[src/rtl/ram_8_sequencer.sv]
// Sequencer in front of an 8x16 RAM: serves single-word read/write requests
// and can sweep all eight words to zero.
module ram_8_sequencer (
  input  logic        clock,
  input  logic        reset_n,
  input  logic        req_valid,
  output logic        req_ready,
  input  logic        req_write,
  input  logic [2:0]  req_address,
  input  logic [15:0] req_data,
  input  logic        clear_start,
  output logic        clear_busy,
  output logic        resp_valid,
  output logic [15:0] resp_data,
  output logic [15:0] ram_in,
  output logic [2:0]  ram_address,
  output logic        ram_load,
  input  logic [15:0] ram_out,
  output logic [1:0]  fsm_state
);

  typedef enum logic [1:0] {
    IDLE   = 2'd0,
    ACCESS = 2'd1,
    CLEAR  = 2'd2
  } state_t;

  state_t     state;
  logic [2:0] count;
  logic       access_write;

  // Handshake: a request transfers on a rising edge with req_valid && req_ready;
  // ready is only offered in IDLE when no clear is requested, and a pending
  // clear_start wins over a simultaneous request.
  assign req_ready = (state == IDLE) && !clear_start && reset_n;
  assign fsm_state = state;

  always_ff @(posedge clock or negedge reset_n) begin
    if (!reset_n) begin
      state        <= IDLE;
      count        <= 3'd0;
      access_write <= 1'b0;
      ram_load     <= 1'b0;
      ram_address  <= 3'd0;
      ram_in       <= 16'h0000;
      resp_valid   <= 1'b0;
      resp_data    <= 16'h0000;
      clear_busy   <= 1'b0;
    end else begin
      resp_valid <= 1'b0;
      case (state)
        IDLE: begin
          if (clear_start) begin
            state       <= CLEAR;
            count       <= 3'd0;
            ram_address <= 3'd0;
            ram_in      <= 16'h0000;
            ram_load    <= 1'b1;
            clear_busy  <= 1'b1;
          end else if (req_valid) begin
            state        <= ACCESS;
            ram_address  <= req_address;
            ram_in       <= req_data;
            ram_load     <= req_write;
            access_write <= req_write;
          end
        end
        ACCESS: begin
          // A write lands in the RAM on this edge; a read samples ram_out here.
          state    <= IDLE;
          ram_load <= 1'b0;
          if (!access_write) begin
            resp_data  <= ram_out;
            resp_valid <= 1'b1;
          end
        end
        CLEAR: begin
          if (count == 3'd7) begin
            state      <= IDLE;
            count      <= 3'd0;
            ram_load   <= 1'b0;
            clear_busy <= 1'b0;
          end else begin
            count       <= count + 3'd1;
            ram_address <= count + 3'd1;
          end
        end
        default: state <= IDLE;
      endcase
    end
  end

endmodule
[config.mk]
export PLATFORM = sky130hd
export DESIGN_NAME = ram_8_sequencer
export DESIGN_NICKNAME = d
export VERILOG_FILES = /design/src/rtl/ram_8_sequencer.sv
export SDC_FILE = /design/constraint.sdc
export NUM_CORES = 1
export LEC_CHECK = 0
export CAP_MARGIN = 25
export CORE_AREA = 2 2 71 73
export CTS_BUF_LIST = sky130_fd_sc_hd__clkbuf_8 sky130_fd_sc_hd__clkbuf_16
export DETAILED_ROUTE_END_ITERATION = 16
export DIE_AREA = 0 0 73 75
export GPL_ROUTABILITY_DRIVEN = 1
export PLACE_DENSITY = 0.75
export SYNTH_ARGS = -nofsm -noshare
export SYNTH_HDL_FRONTEND = slang
export SYNTH_SLANG_ARGS = --single-unit
[constraint.sdc]
create_clock -name clock -period 2.03 [get_ports clock]
set_clock_uncertainty 0.1 [all_clocks]
set_input_delay 0.203 -clock clock [delete_from_list [all_inputs] [get_ports clock]]
set_output_delay 0.203 -clock clock [all_outputs]
set_load 0.005 [all_outputs]
==> results of run 1 <==
cell usage after synthesis:
library cell,count,area (µm²)
a211oi_2,1,12.5
a21oi_1,1,5.00
a221o_2,1,11.3
a22o_1,12,105
a22o_2,6,60.1
a2bb2oi_1,1,8.76
a32oi_1,2,17.5
and2_2,1,7.51
and2_4,1,8.76
buf_12,1,20.0
buf_2,4,20.0
buf_6,1,11.3
buf_8,1,15.0
dfrtp_1,44,1100
ha_1,7,87.6
inv_1,5,18.8
mux2_2,21,236
mux2i_1,3,30.0
nand2_1,3,11.3
nand2b_1,1,6.26
nor2_1,7,26.3
nor2b_1,2,12.5
nor2b_4,1,13.8
nor3_1,1,5.00
nor3b_1,1,7.51
nor3b_2,1,12.5
o21ai_0,3,15.0
o21ai_2,1,8.76
o22ai_1,2,12.5
o2bb2ai_1,1,8.76
per-stage QoR:
stage	hold WS, ps	utilization	power (mW)
floorplan	-193	-	2.33
global placement	254	0.596	3.30
detailed placement	254	0.596	3.32
CTS	406	0.621	3.91
global route	411	0.627	4.17
finish	401	0.627	3.91
flip-flops by register name (all words and copies together), names as in the netlist:
name	count
clear_busy	1
fsm_state	2
ram_in	16
count	3
access_write	1
ram_load	1
resp_data	16
ram_address	3
resp_valid	1
worst register-to-register path, stage by stage, from the launching register on:
cell and delay, ps:
dfrtp_1 430, ha_1 240, ha_1 230, a211oi_2 360, mux2_2 380
where the power goes:
part	total [mW]	switching [mW]	internal [mW]	leakage [nW]
registers	1.45	0.199	1.25	0.553
logic	1.93	0.678	1.25	0.700
clock network	0.531	0.291	0.240	0.0479
total	3.91	1.17	2.74	1.30
logic make-up after synthesis:
| family | share of synthesized area |
|---|---|
| simple gates | 0.0581 |
| compound gates | 0.138 |
| buf+inv | 0.0444 |
| fa+ha+maj | 0.0457 |
| mux | 0.139 |
| flops | 0.574 |
layer usage:
layer,wire length (µm),up-vias
li1,-,683
met1,1970,686
met2,2080,42
met3,249,4
met4,33,0
met5,0,-
worst max-delay path by stage:
stage | start | endpoint | slack (ps) | cells past startpoint
floorplan | fsm_state[1]$_DFFE_PN0P_ | access_write$_DFFE_PN0P_ | 270 | 6
CTS | fsm_state[1]$_DFFE_PN0P_ | req_ready | 30 | 5
detailed placement | clear_start | ram_in[11]$_DFFE_PN0P_ | 150 | 4
global route | count[0]$_DFFE_PN0P_ | ram_address[0]$_DFFE_PN0P_ | 90 | 4
global placement | clear_start | ram_in[13]$_DFFE_PN0P_ | 170 | 4
finish | count[0]$_DFFE_PN0P_ | ram_address[1]$_DFFE_PN0P_ | 180 | 4
final cells by class:
class | instances | area (µm²) | area share
Clock inverter | 3 | 18.8 | 0.00642
Multi-Input combinational cell | 81 | 743 | 0.254
Inverter | 5 | 18.8 | 0.00642
Timing Repair Buffer | 92 | 903 | 0.309
Clock buffer | 5 | 68.8 | 0.0236
Sequential cell | 44 | 1100 | 0.377
Tap cell | 54 | 67.6 | 0.0231
timing repair:
| item | 4_1_cts | 5_1_grt |
|---|---|---|
| pin swaps | 0 | 1 |
| hold buffers | 1 | 0 |
| gates cloned | 0 | 0 |
| gates resized for setup | 4 | 1 |
| setup endpoints to repair | 1 | 1 |
| setup buffers | 1 | 3 |
| endpoints found under the hold margin | 44 | 0 |
==> flow_metrics.env, run 1 <==
export IMPL_ff2ff_setup_slack_ps=180
export IMPL_slew_headroom=0.562
export IMPL_yosys_register_bits=44
export IMPL_row_count=25
export IMPL_diodes=0
export IMPL_slowest_stage="dfrtp_1"
export IMPL_die_area_um2=5480
export IMPL_cp_start_kind="flop"
export IMPL_tns_ps=0
export IMPL_mostFrequentLayoutCell="clkdlybuf4s50_1"
export IMPL_final_cell_mix="clkdlybuf4s50_1 (78), dfrtp_1 (44), mux2_2 (21)"
export IMPL_hold_depth=1
export IMPL_syn_avg_cell_area_um2=14.0
export IMPL_path_cells="ha_1, ha_1, a211oi_2, mux2_2"
export IMPL_grt_use_total=0.156
export IMPL_htreeDepth=2
export IMPL_hold_path_end="ram_in[6]$_DFFE_PN0P_"
export IMPL_clock_latency_ps=290
export IMPL_ioPinCount=81
export IMPL_drtPass1Iterations=4
export IMPL_gp_congestion=0.804
export IMPL_place_ws_ps=149
export IMPL_cpMostUsedCell="ha_1"
export IMPL_grt_ovfl_total=0
export IMPL_die_w_um=73
export IMPL_ys_warn_count=0
export IMPL_cp_max_fo=5
export IMPL_met1_usage=0.209
export IMPL_antenna_found_initial=0
export IMPL_path_buf_inv=0
export IMPL_fin_ws_ps=183
export IMPL_syn_to_final_growth_pct=52.4
export IMPL_placed_cells=271
export IMPL_finalNonFillerCells=284
export IMPL_via_count=1415
export IMPL_nets=276
export IMPL_fmax_mhz=541
export IMPL_start_util=0.411
export IMPL_path_clk_slew_ps=80
export IMPL_reg2reg_depth=4
export IMPL_drt_iter0_markers=61
export IMPL_vdd_drop_max_uv=741
export IMPL_finalCritPeriodShare=0.910
export IMPL_use_met3=0.0361
export IMPL_slew_violations=0
export IMPL_totalWireLength_um=4330
export IMPL_layout_min_cycle_time_ps=1850
export IMPL_dp_hpwl_um=3180
export IMPL_final_antenna_net_count=0
export IMPL_slowest_delay_ps=430
export IMPL_yosysSeqAreaShare=0.574
export IMPL_grt_use_met2=0.245
export IMPL_finalHoldViolations=0
export IMPL_cts_tree="done"
export IMPL_ys_types=30
export IMPL_cap_violations=0
export IMPL_worst_slew_pin_slew_ps=657
export IMPL_cp_required_ps=2110
export IMPL_cp_arrival_ps=1930
export IMPL_cts_buffer_depth=2
export IMPL_final_cell_area_um2=2920
export IMPL_min_path_type="flop to flop"
export IMPL_synthCells=137
export IMPL_placed_area_um2=2780
export IMPL_hp_start="ram_in[6]$_DFFE_PN0P_"
export IMPL_syn_nets=184
export IMPL_timing_rr_start="count[0]$_DFFE_PN0P_"
export IMPL_busiest_layer="met2"
export IMPL_drive_gt1_frac=0.248
export IMPL_grt_pass1_wl_um=6490
export IMPL_setup_viol=0
export IMPL_power_density_nw_per_um2=1340
export IMPL_end_kind="flop"
export IMPL_grt_max_degree=45
export IMPL_cts_sinks=44
export IMPL_avgRoutedWirePerCell_um=15.2
export IMPL_grt_pass1_vias=1338
export IMPL_r2r_end="ram_address[1]$_DFFE_PN0P_"
export IMPL_cts_root_buffer="clkbuf_8"
export IMPL_vias_per_cell=4.98
export IMPL_outcome="completed"
export IMPL_drc=0
export IMPL_synth_area_um2=1920
export IMPL_p_leak_nw=1.30
export IMPL_crit_type="flop to flop"
export IMPL_path_delay_family="adder cells"
export IMPL_cts_buffers=5
export IMPL_port_buffers=80
export IMPL_fp_dieH_um=75
export IMPL_rsz0062_at_grt="no"
export IMPL_core_um2=4660
export IMPL_final_fill_count=370
Power figures use the tool's default switching activity.
==> run 2: changes to the inputs <==
CORE_AREA = 2 2 75 77   (was 2 2 71 73)
DIE_AREA = 0 0 77 79   (was 0 0 73 75)
PLACE_DENSITY = 0.71   (was 0.75)
clock period = 1.6 ns   (was 2.03 ns; I/O delays follow)
==> run 2 against run 1 <==
The run now ends with negative setup slack left. Routed wire length grew 19%. Critical path depth rose by 4. Clock power up 67%. Setup slack worse by 320 ps. Global-route usage grew 0.90 points. Die area rose by 11%. Critical endpoint is now ram_in[11]$_DFFE_PN0P_.
==> flow_metrics.env, run 2 (same netlist as run 1, synthesis figures left out) <==
export IMPL_totalWireLength_um=5160
export IMPL_drive_gt1_frac=0.349
export IMPL_reg2reg_depth=8
export IMPL_via_count=1560
export IMPL_start_util=0.359
export IMPL_mostFrequentLayoutCell="clkdlybuf4s50_1"
export IMPL_power_total_mw=5.99
export IMPL_grt_ovfl_total=0
export IMPL_worst_slew_pin_slew_ps=542
export IMPL_slowest_delay_ps=390
export IMPL_end_kind="flop"
export IMPL_grt_pass1_vias=1594
export IMPL_nets=298
export IMPL_cts_buffer_depth=2
export IMPL_slew_violations=0
export IMPL_fin_ws_ps=-134
export IMPL_gp_congestion=0.784
export IMPL_grt_use_total=0.165
export IMPL_outcome="finished with violations"
export IMPL_r2r_end="ram_in[11]$_DFFE_PN0P_"
export IMPL_clock_latency_ps=300
export IMPL_cts_tree="done"
export IMPL_power_density_nw_per_um2=1790
export IMPL_drc=0
export IMPL_hold_depth=2
export IMPL_drt_iter0_markers=108
export IMPL_fmax_mhz=577
export IMPL_violations="negative setup slack"
export IMPL_cp_required_ps=1690
export IMPL_reg_largest_list="ram_in (16), resp_data (16)"
export IMPL_hold_path_end="ram_in[2]$_DFFE_PN0P_"
export IMPL_crit_type="flop to flop"
export IMPL_die_w_um=77
export IMPL_grt_pass1_wl_um=7980
export IMPL_dp_hpwl_um=3190
export IMPL_ioPinCount=81
export IMPL_row_count=27
export IMPL_cp_start_kind="flop"
export IMPL_core_um2=5340
export IMPL_diodes=0
export IMPL_port_buffers=80
export IMPL_grt_max_degree=45
export IMPL_vias_per_cell=4.81
export IMPL_avgRoutedWirePerCell_um=15.9
export IMPL_p_leak_nw=1.54
export IMPL_rsz0062_at_grt="yes"
export IMPL_cap_violations=0
export IMPL_final_cell_mix="clkdlybuf4s50_1 (76), dfrtp_1 (44), buf_4 (23)"
export IMPL_path_cells="inv_2, ha_4, buf_4, nor2b_4, buf_6, and2_4, buf_12, a22o_4"
export IMPL_finalHoldViolations=0
export IMPL_cp_max_fo=8
export IMPL_hp_start="req_data[2]"
export IMPL_cts_buffers=5
export IMPL_vdd_drop_max_uv=999
export IMPL_setup_viol=39
export IMPL_path_buf_inv=4
export IMPL_ff2ff_setup_slack_ps=-130
export IMPL_slew_headroom=0.639
export IMPL_path_delay_family="buffers and inverters"
export IMPL_final_cell_area_um2=3360
export IMPL_drtPass1Iterations=4
export IMPL_fp_dieH_um=79
export IMPL_final_antenna_net_count=0
export IMPL_path_clk_slew_ps=80
export IMPL_cp_arrival_ps=1820
export IMPL_antenna_found_initial=0
export IMPL_layout_min_cycle_time_ps=1730
export IMPL_die_area_um2=6080
export IMPL_syn_to_final_growth_pct=75.1
export IMPL_slowest_stage="dfrtp_1"
export IMPL_cts_sinks=44
export IMPL_finalCritPeriodShare=1.08
export IMPL_placed_area_um2=2940
export IMPL_timing_rr_start="fsm_state[1]$_DFFE_PN0P_"
export IMPL_htreeDepth=2
export IMPL_cts_root_buffer="clkbuf_8"
export IMPL_min_path_type="input pin to flop"
## run 2: how the worst max path moves through the flow
stage | start | endpoint | slack (ps) | cells past startpoint
6_report | fsm_state[1]$_DFFE_PN0P_ | ram_in[11]$_DFFE_PN0P_ | -130 | 8
5_1_grt | fsm_state[0]$_DFFE_PN0P_ | ram_address[1]$_DFFE_PN0P_ | -180 | 8
4_1_cts | fsm_state[1]$_DFFE_PN0P_ | ram_address[2]$_DFFE_PN0P_ | -80 | 8
3_5_place_dp | clear_start | ram_in[14]$_DFFE_PN0P_ | -280 | 4
3_3_place_gp | clear_start | ram_in[13]$_DFFE_PN0P_ | -220 | 4
2_1_floorplan | fsm_state[0]$_DFFE_PN0P_ | ram_address[0]$_DFFE_PN0P_ | -60 | 5
## run 2: stage by stage
step / hold WS (ps) / instances / TNS [ps] / utilization / worst slack [ps]
floorplan: -236 / 137 / -216 / - / -55.6
global placement: 216 / 304 / -4050 / 0.551 / -223
detailed placement: 218 / 304 / -5150 / 0.551 / -279
CTS: 349 / 322 / -1090 / 0.607 / -76.1
global route: 367 / 324 / -5100 / 0.629 / -178
finish: 372 / 324 / -3030 / 0.629 / -134
## run 2: worst reg2reg max path: cells and delay by family, from the launching register on
| kind | cells | cell delay (ps) |
|---|---|---|
| and+or+nand+nor | 2 | 280 |
| AOI/OAI and AO/OA | 1 | 240 |
| adders and majority gates | 1 | 160 |
| DFF | 1 | 390 |
| buffers and inverters | 4 | 460 |
## run 2: layout make-up
class	instances	area (µm²)
flip-flops and latches	44	1100
multi-input cells	82	920
repair buffers	113	1110
fillers	459	1980
inverters	5	18.8
clock inverters	2	38.8
well taps	72	90.1
clock buffers	6	82.6
## run 2: layer usage
metal	up-vias	routed length, µm	global-route usage
met2	63	2380	0.261
met3	5	338	0.0420
met1	765	2390	0.230
li1	727	-	-
met5	-	0	0
met4	0	46	0.0375
## run 2: power breakdown
group / switching, mW / total (mW) / internal (mW)
Clock: 0.374 / 0.885 / 0.510
Combinational: 1.09 / 3.22 / 2.14
Sequential: 0.294 / 1.89 / 1.59
Total: 1.75 / 5.99 / 4.24
## run 2: what timing repair did
item,in CTS,in global routing
setup buffers,8,3
gates cloned,1,2
gates resized for setup,23,31
hold endpoints to repair,44,0
pin swaps,2,18
hold buffers,1,0
setup endpoints to repair,39,42
==> run 3: changes to the inputs <==
CTS_BUF_LIST = default   (was sky130_fd_sc_hd__clkbuf_8 sky130_fd_sc_hd__clkbuf_16)
RECOVER_POWER = 25   (was default)
==> run 3 against run 2 <==
The run still ends with negative setup slack left. Non-clock buffer count stayed put. Largest power group unchanged. First-iteration DRC count increased by 8.3%. Sequential power hardly changed. Largest cell class unchanged. Critical endpoint unchanged.
==> flow_metrics.env, run 3 (same netlist as run 1, synthesis figures left out) <==
export IMPL_worst_slew_pin_slew_ps=587
export IMPL_violations="negative setup slack"
export IMPL_p_seq_frac=0.315
export IMPL_cp_arrival_ps=1820
export IMPL_core_um2=5340
export IMPL_end_kind="flop"
export IMPL_path_cells="inv_2, ha_4, buf_4, nor2b_4, buf_6, and2_4, buf_12, a22o_4"
export IMPL_crit_type="flop to flop"
export IMPL_die_area_um2=6080
export IMPL_fmax_mhz=577
export IMPL_row_count=27
export IMPL_fp_dieH_um=79
export IMPL_path_clk_slew_ps=80
export IMPL_holdWs_ps=373
export IMPL_final_cell_mix="clkdlybuf4s50_1 (76), dfrtp_1 (44), buf_4 (22)"
export IMPL_htreeDepth=2
export IMPL_cp_required_ps=1690
export IMPL_grt_pass1_vias=1594
export IMPL_vias_per_cell=4.82
export IMPL_drtPass1Iterations=4
export IMPL_pwr_share_clk=0.148
export IMPL_cp_start_kind="flop"
export IMPL_gp_congestion=0.784
export IMPL_die_w_um=77
export IMPL_cts_tree="done"
export IMPL_grt_pass1_wl_um=7980
export IMPL_finalHoldViolations=0
export IMPL_drt_iter0_markers=117
export IMPL_cap_violations=0
export IMPL_grt_use_total=0.165
export IMPL_final_cell_area_um2=3360
export IMPL_grt_ovfl_total=0
export IMPL_p_sw_mw=1.75
export IMPL_comb_power_share=0.538
export IMPL_layout_min_cycle_time_ps=1730
export IMPL_cts_buffers=5
export IMPL_reg_largest_list="ram_in (16), resp_data (16)"
export IMPL_fin_ws_ps=-133
export IMPL_cp_max_fo=8
export IMPL_outcome="finished with violations"
export IMPL_cts_buffer_depth=2
export IMPL_placed_area_um2=2940
export IMPL_slowest_delay_ps=390
export IMPL_start_util=0.359
export IMPL_p_leak_nw=1.53
export IMPL_drc=0
export IMPL_port_buffers=80
export IMPL_ioPinCount=81
export IMPL_cts_sinks=44
export IMPL_avgRoutedWirePerCell_um=15.9
export IMPL_rsz0062_at_grt="yes"
export IMPL_grt_max_degree=45
export IMPL_totalWireLength_um=5160
export IMPL_slew_headroom=0.608
export IMPL_path_buf_inv=4
export IMPL_mostFrequentLayoutCell="clkdlybuf4s50_1"
export IMPL_fin_util=0.629
export IMPL_antenna_found_initial=0
export IMPL_clock_latency_ps=300
export IMPL_intPower_mw=4.24
export IMPL_finalCritPeriodShare=1.08
export IMPL_drive_gt1_frac=0.345
export IMPL_power_density_nw_per_um2=1790
export IMPL_slowest_stage="dfrtp_1"
export IMPL_cts_root_buffer="clkbuf_8"
export IMPL_vdd_drop_max_uv=1000
export IMPL_setup_viol=39
export IMPL_syn_to_final_growth_pct=75.1
export IMPL_diodes=0
export IMPL_min_path_type="input pin to flop"
export IMPL_p_sw_frac=0.292
export IMPL_slew_violations=0
export IMPL_nets=298
export IMPL_via_count=1561
export IMPL_path_delay_family="buffers and inverters"
export IMPL_dp_hpwl_um=3190
export IMPL_final_antenna_net_count=0
[run 3: cell types whose count changed in the layout (fill, tap and decap cells not counted), sizes merged]
cell and delta:
buf -2, clkbuf +2
[run 3: power by group through the flow]
| stage | clock, mW | combinational [mW] | sequential, mW |
|---|---|---|---|
| 2_1_floorplan | 0 | 1.11 | 1.90 |
| 3_3_place_gp | 0 | 2.53 | 1.86 |
| 3_5_place_dp | 0 | 2.59 | 1.87 |
| 4_1_cts | 0.921 | 2.97 | 1.86 |
| 5_1_grt | 0.956 | 3.46 | 1.94 |
| 6_report | 0.884 | 3.22 | 1.89 |
[run 3: area by class of cell]
| cell class | instances | area, µm² |
|---|---|---|
| fillers | 459 | 1980 |
| repair buffers | 113 | 1100 |
| flip-flops and latches | 44 | 1100 |
| multi-input cells | 82 | 920 |
| well taps | 72 | 90.1 |
| clock buffers | 6 | 82.6 |
| clock inverters | 2 | 38.8 |
| inverters | 5 | 18.8 |
[run 3: final timing paths]
path	slack (ps)	endpoint	startpoint	cells after the start
max	-130	ram_in[11]$_DFFE_PN0P_	fsm_state[1]$_DFFE_PN0P_	8
min	370	ram_in[2]$_DFFE_PN0P_	req_data[2]	2
max reg2reg	-130	ram_in[11]$_DFFE_PN0P_	fsm_state[1]$_DFFE_PN0P_	8
min reg2reg	400	ram_in[2]$_DFFE_PN0P_	ram_in[2]$_DFFE_PN0P_	1
max in group asynchronous	430	count[0]$_DFFE_PN0P_	reset_n	3
min in group asynchronous	570	ram_in[14]$_DFFE_PN0P_	reset_n	3
[run 3: routing by layer]
metal  global-route usage  part of all wire
met1                0.230              0.47
met2                0.261              0.46
met3               0.0420             0.056
met4               0.0375            0.0089
met5                    0                 0
[run 3: through the flow]
stage | TNS [ps] | std cells | setup WS [ps] | total power, mW
2_1_floorplan | -216 | 137 | -55.6 | 3.01
3_3_place_gp | -4050 | 304 | -223 | 4.39
3_5_place_dp | -5150 | 304 | -279 | 4.45
4_1_cts | -1090 | 322 | -76.1 | 5.75
5_1_grt | -5100 | 324 | -178 | 6.35
6_report | -3050 | 324 | -133 | 5.99
[run 3: timing repair]
item,CTS,global route
hold buffers,1,0
hold endpoints to repair,44,0
setup endpoints to repair,39,42
resized for setup,23,31
cloned,1,2
pin swaps,2,18
setup buffers,8,3
